$ cat src/rtl/lane_gather_buffer_if.sv
// lane_gather_buffer_if: word stream in (in_valid/in_ready/in/flush), block out (out_valid/out_ready/out/out_lanes)
interface lane_gather_buffer_if #(
  parameter int WORD_WIDTH  = 36,
  parameter int LANES       = 8,
  parameter int COUNT_WIDTH = 4
);
  logic                        in_valid;
  logic                        in_ready;
  logic [WORD_WIDTH-1:0]       in;
  logic                        flush;
  logic                        out_valid;
  logic                        out_ready;
  logic [WORD_WIDTH*LANES-1:0] out;
  logic [COUNT_WIDTH-1:0]      out_lanes;
  modport master (output in_valid, in, flush, out_ready, input in_ready, out_valid, out, out_lanes);
  modport slave  (input in_valid, in, flush, out_ready, output in_ready, out_valid, out, out_lanes);
endinterface

$ cat src/rtl/lane_gather_buffer.sv
// lane_gather_buffer: packs LANES words into a block held in a valid/ready register; ports clock, clear, bus (slave)
module lane_gather_buffer #(
  parameter int WORD_WIDTH  = 36,
  parameter int LANES       = 8,
  parameter int COUNT_WIDTH = 4
) (
  input logic                 clock,
  input logic                 clear,
  lane_gather_buffer_if.slave bus
);
  localparam int IW = LANES > 1 ? $clog2(LANES) : 1;
  localparam logic [COUNT_WIDTH-1:0] FULL = COUNT_WIDTH'(LANES);
  logic [LANES-1:0][WORD_WIDTH-1:0] gather_q, gather_d, gather_acc, out_q, out_d;
  logic [COUNT_WIDTH-1:0] cnt_q, cnt_d, cnt_acc, out_lanes_q, out_lanes_d;
  logic pend_q, pend_d, out_valid_q, out_valid_d;
  logic acc, hold_free, drain, complete;
  assign bus.in_ready  = (cnt_q < FULL) && !pend_q;
  assign bus.out_valid = out_valid_q;
  assign bus.out       = out_q;
  assign bus.out_lanes = out_lanes_q;
  assign acc       = bus.in_valid && bus.in_ready;
  assign hold_free = !out_valid_q || bus.out_ready;
  assign drain     = out_valid_q && bus.out_ready;
  always_comb begin
    gather_acc = gather_q;
    if (acc) gather_acc[cnt_q[IW-1:0]] = bus.in;
    cnt_acc     = cnt_q + COUNT_WIDTH'(acc);
    complete    = (cnt_acc == FULL) || pend_q || (bus.flush && cnt_acc != '0);
    gather_d    = gather_acc;
    cnt_d       = cnt_acc;
    pend_d      = pend_q;
    out_valid_d = out_valid_q && !bus.out_ready;
    out_d       = drain ? '0 : out_q;
    out_lanes_d = drain ? '0 : out_lanes_q;
    if (complete && hold_free) begin
      gather_d    = '0;
      cnt_d       = '0;
      pend_d      = 1'b0;
      out_valid_d = 1'b1;
      out_d       = gather_acc;
      out_lanes_d = cnt_acc;
    end else if (complete) begin
      pend_d = pend_q || bus.flush;
    end
  end
  always_ff @(posedge clock) begin
    if (clear) begin
      gather_q    <= '0;
      cnt_q       <= '0;
      pend_q      <= 1'b0;
      out_valid_q <= 1'b0;
      out_q       <= '0;
      out_lanes_q <= '0;
    end else begin
      gather_q    <= gather_d;
      cnt_q       <= cnt_d;
      pend_q      <= pend_d;
      out_valid_q <= out_valid_d;
      out_q       <= out_d;
      out_lanes_q <= out_lanes_d;
    end
  end
endmodule
$ cat src/flat_wrapper.sv
// flat-port wrapper written by rule: the top's interface ports become plain ports
module lane_gather_buffer_flat 
#(
  parameter int WORD_WIDTH  = 36,
  parameter int LANES       = 8,
  parameter int COUNT_WIDTH = 4
)
  (clock, clear, bus_in_valid, bus_in, bus_flush, bus_out_ready, bus_in_ready, bus_out_valid, bus_out, bus_out_lanes);
  lane_gather_buffer_if #(.WORD_WIDTH(WORD_WIDTH), .LANES(LANES), .COUNT_WIDTH(COUNT_WIDTH)) bus_i ();
  input logic clock;
  input logic clear;
  input wire logic [$bits(bus_i.in_valid)-1:0] bus_in_valid;
  input wire logic [$bits(bus_i.in)-1:0] bus_in;
  input wire logic [$bits(bus_i.flush)-1:0] bus_flush;
  input wire logic [$bits(bus_i.out_ready)-1:0] bus_out_ready;
  output wire logic [$bits(bus_i.in_ready)-1:0] bus_in_ready;
  output wire logic [$bits(bus_i.out_valid)-1:0] bus_out_valid;
  output wire logic [$bits(bus_i.out)-1:0] bus_out;
  output wire logic [$bits(bus_i.out_lanes)-1:0] bus_out_lanes;
  assign bus_i.in_valid = bus_in_valid;
  assign bus_i.in = bus_in;
  assign bus_i.flush = bus_flush;
  assign bus_i.out_ready = bus_out_ready;
  assign bus_in_ready = bus_i.in_ready;
  assign bus_out_valid = bus_i.out_valid;
  assign bus_out = bus_i.out;
  assign bus_out_lanes = bus_i.out_lanes;
  lane_gather_buffer #(.WORD_WIDTH(WORD_WIDTH), .LANES(LANES), .COUNT_WIDTH(COUNT_WIDTH)) u_core (.clock(clock), .clear(clear), .bus(bus_i));
endmodule
$ cat config.mk
export PLATFORM = sky130hd
export DESIGN_NAME = lane_gather_buffer_flat
export DESIGN_NICKNAME = d
export VERILOG_FILES = /design/src/rtl/lane_gather_buffer_if.sv /design/src/rtl/lane_gather_buffer.sv /design/src/flat_wrapper.sv
export SDC_FILE = /design/constraint.sdc
export NUM_CORES = 1
export LEC_CHECK = 0
export ABC_AREA = 1
export BUFFER_PORTS_ARGS = -buffer_cell sky130_fd_sc_hd__buf_2
export CAP_MARGIN = 20
export CORE_AREA = 2 2 193 195
export DETAILED_ROUTE_END_ITERATION = 10
export DIE_AREA = 0 0 195 197
export GPL_TIMING_DRIVEN = 0
export PLACE_DENSITY = 0.83
export SETUP_SLACK_MARGIN = 0.15
export SLEW_MARGIN = 20
export SYNTH_ARGS = -nofsm -noshare
export SYNTH_HDL_FRONTEND = slang
export SYNTH_SLANG_ARGS = --single-unit
$ cat constraint.sdc
create_clock -name clock -period 3.3 [get_ports clock]
set_clock_uncertainty 0.05 [all_clocks]
set_input_delay 0.66 -clock clock [delete_from_list [all_inputs] [get_ports clock]]
set_output_delay 0.66 -clock clock [all_outputs]
set_load 0.02 [all_outputs]
==> impl_metrics.toml <==
[synth]
syn_area_mm2 = 0.0220
ys.warnings.count = 0
ys_types = 22
syn_area_per_cell_um2 = 7.50
synth-seq-area-share_pct = 53.4
synth_seq_cells = 586
synthCells = 2927
synth_fp_nets = 2970

[timing]
rsz0062_at_grt = "no"
timing.setup.tns_ps = 0
slew_headroom_pct = 27.0
fmax_mhz = 340
hold_ws_ps = 317
layout_min_cycle_time_ps = 2940
timing_hold_violations_final = 0
setup_viol_count_final = 0
drv_slew = 0
worst_slew_pin_slew_ps = 1090
post-route-period-util_pct = 89.1

[route]
vias_per_cell = 5.55
drt_iter0_markers = 2265
route.detailed.drc = 2
dr.pass1.iters = 9
wl_um = 69900
wl_per_cell_um = 18.3
vias = 21247
antenna_left = 0

[final_layout]
drive_gt1_share_pct = 15.9
multiInputGateArea_mm2 = 0.00787
synthToLayoutAreaGrowth_pct = 18.9
num-fill-cells = 2828
seq_area_mm2 = 0.0117
mostFrequentLayoutCells = "591 x nand2_1, 586 x dfxtp_1, 377 x buf_2"
final_common_cell = "nand2_1"
nets = 3361

[clocking]
post_cts_buffers = 0
clockBufferDepth = 3
htreeDepth = 2
cts-root-buf = "clkbuf_16"
worstSkewPairLatency_ps = 600
clkSinkCount = 586
clk_pin_slew_ps = 60
cts_resized = 0
tritoncts = "done"
numCtsBuffers = 56
ctsHoldBuffers = 0

[place]
portBuffers = 333
gp_congestion = 0.885
dp_hpwl_um = 49500

[worst_setup_path]
required_ps = 3780
critPathSlowestCell = "buf_2"
r2r_cells = 14
arrival_ps = 3420
critPathMaxStageDelay_ps = 400
worst-path-buf-inv = 3
cp_max_fo = 10
critPathTopFamily = "simple AND/OR/NAND/NOR gates"
cp.depth = 14
crit_path_end_kind = "flip-flop"
crit_chain = "nor2_2 > nand2_2 > inv_1 > ha_1 > ha_1 > nor2_1 > nand3_1 > nand2_1 > nand2_1 > nand2_2 > buf_2 > buf_4 > nand3_1 > a21oi_1"
critPathKind = "flip-flop to flip-flop"
startpoint_type = "flip-flop"

[run]
max_cap_viol_count = 0

[die]
initial_core_util_pct = 60.6
rows = 70
die-width_um = 195
io_pins = 335
fp.coreArea_mm2 = 0.0363
die_area_mm2 = 0.0384
dieHeight_um = 197

[power_and_ir_drop]
p_leak_nw = 10.1
power_density_mw_per_mm2 = 637
irDropWorstVdd_mv = 0.423

[global_route]
antenna_found_initial = 0
track_usage_pct = 35.0
grt_start_max_net_pins = 15
grt_pass1_vias = 19760
grt_pass1_wl_um = 105000
grt_remaining_overflow = 0

[hold_path]
hold_depth = 3
hold_path_class = "input pin to flip-flop"

[outcome]
violations = "DRC"
status = "complete, but fails checks"
==> worst min-delay path: stages <==
cell and delay [ps]:
buf_2 110, o2111ai_1 100, inv_1 60
==> cell usage after synthesis (all sizes together) <==
master / instances / area [um2]
nand3: 294 / 1470
inv: 340 / 1280
buf: 107 / 671
clkinv: 1 / 3.75
nor2: 299 / 1140
a21oi: 293 / 1470
clkbuf: 110 / 413
o2111ai: 1 / 8.76
nand2: 603 / 2290
o21ai: 289 / 1450
nand4: 1 / 6.26
dfxtp: 586 / 11700
ha: 2 / 25.0
nand3b: 1 / 7.51
==> area by class of cell <==
class	count	area share, %
Multi-Input combinational cell	1783	30.1
Antenna cell	1	0.00958
Tap cell	468	2.24
Sequential cell	586	44.9
Timing Repair Buffer	333	6.38
Buffer	217	4.15
Clock inverter	15	0.905
Inverter	341	4.90
Clock buffer	84	6.39
==> report_power, final <==
group / leakage, nW / switching (mW) / internal, mW / total, mW
registers: 4.73 / 0.0751 / 7.22 / 7.30
clock network: 0.928 / 2.73 / 3.94 / 6.67
logic: 4.42 / 1.99 / 0.671 / 2.66
==> registers in the layout, indices dropped and copies added, names as in the netlist <==
| register | flops |
|---|---|
| u_core.bus.out_valid | 1 |
| u_core.bus.out_lanes | 4 |
| u_core.pend_q | 1 |
| u_core.bus.out | 288 |
| u_core.gather_q | 288 |
| u_core.cnt_q | 4 |
==> logic make-up (layout without fill, tap and decap cells) <==
family	after synthesis	in the layout	share of synthesized area, %
and+or+nand+nor	1198	1198	22.4
buffers and inverters	558	990	10.8
AOI/OAI and AO/OA	583	583	13.3
DFF	586	586	53.4
other	0	1	0
adders and majority gates	2	2	0.114
==> metrics by stage <==
stage / utilization (%) / cell area, um2 / std cells / worst slack [ps] / power [mW]
final: 72.0 / 26100 / 3828 / 360 / 16.6
after global routing: 72.0 / 26100 / 3827 / 181 / 17.1
after CTS: 72.0 / 26100 / 3827 / 423 / 16.5
after detailed placement: 66.8 / 24200 / 3728 / 152 / 10.0
after global placement: 66.8 / 24200 / 3728 / 184 / 9.94
after floorplan: - / 22000 / 2927 / 848 / 9.17
==> routing by layer <==
layer / GRT usage, % / vias up / wire length [um]
met2: 55.8 / 1117 / 31300
met5: 0 / - / 0
met1: 45.3 / 9858 / 27800
li1: - / 10020 / -
met3: 6.16 / 252 / 6860
met4: 19.5 / 0 / 3880
==> path summary, 6_finish.rpt <==
check / slack [ps] / to / start
max: 360 / u_core.bus.out[18] / u_core.pend_q
min: 320 / u_core.pend_q / bus_flush
min reg2reg: 410 / u_core.bus.out[55] / u_core.bus.out[55]
max reg2reg: 360 / u_core.bus.out[18] / u_core.pend_q
(Power assumes the default switching activity.)
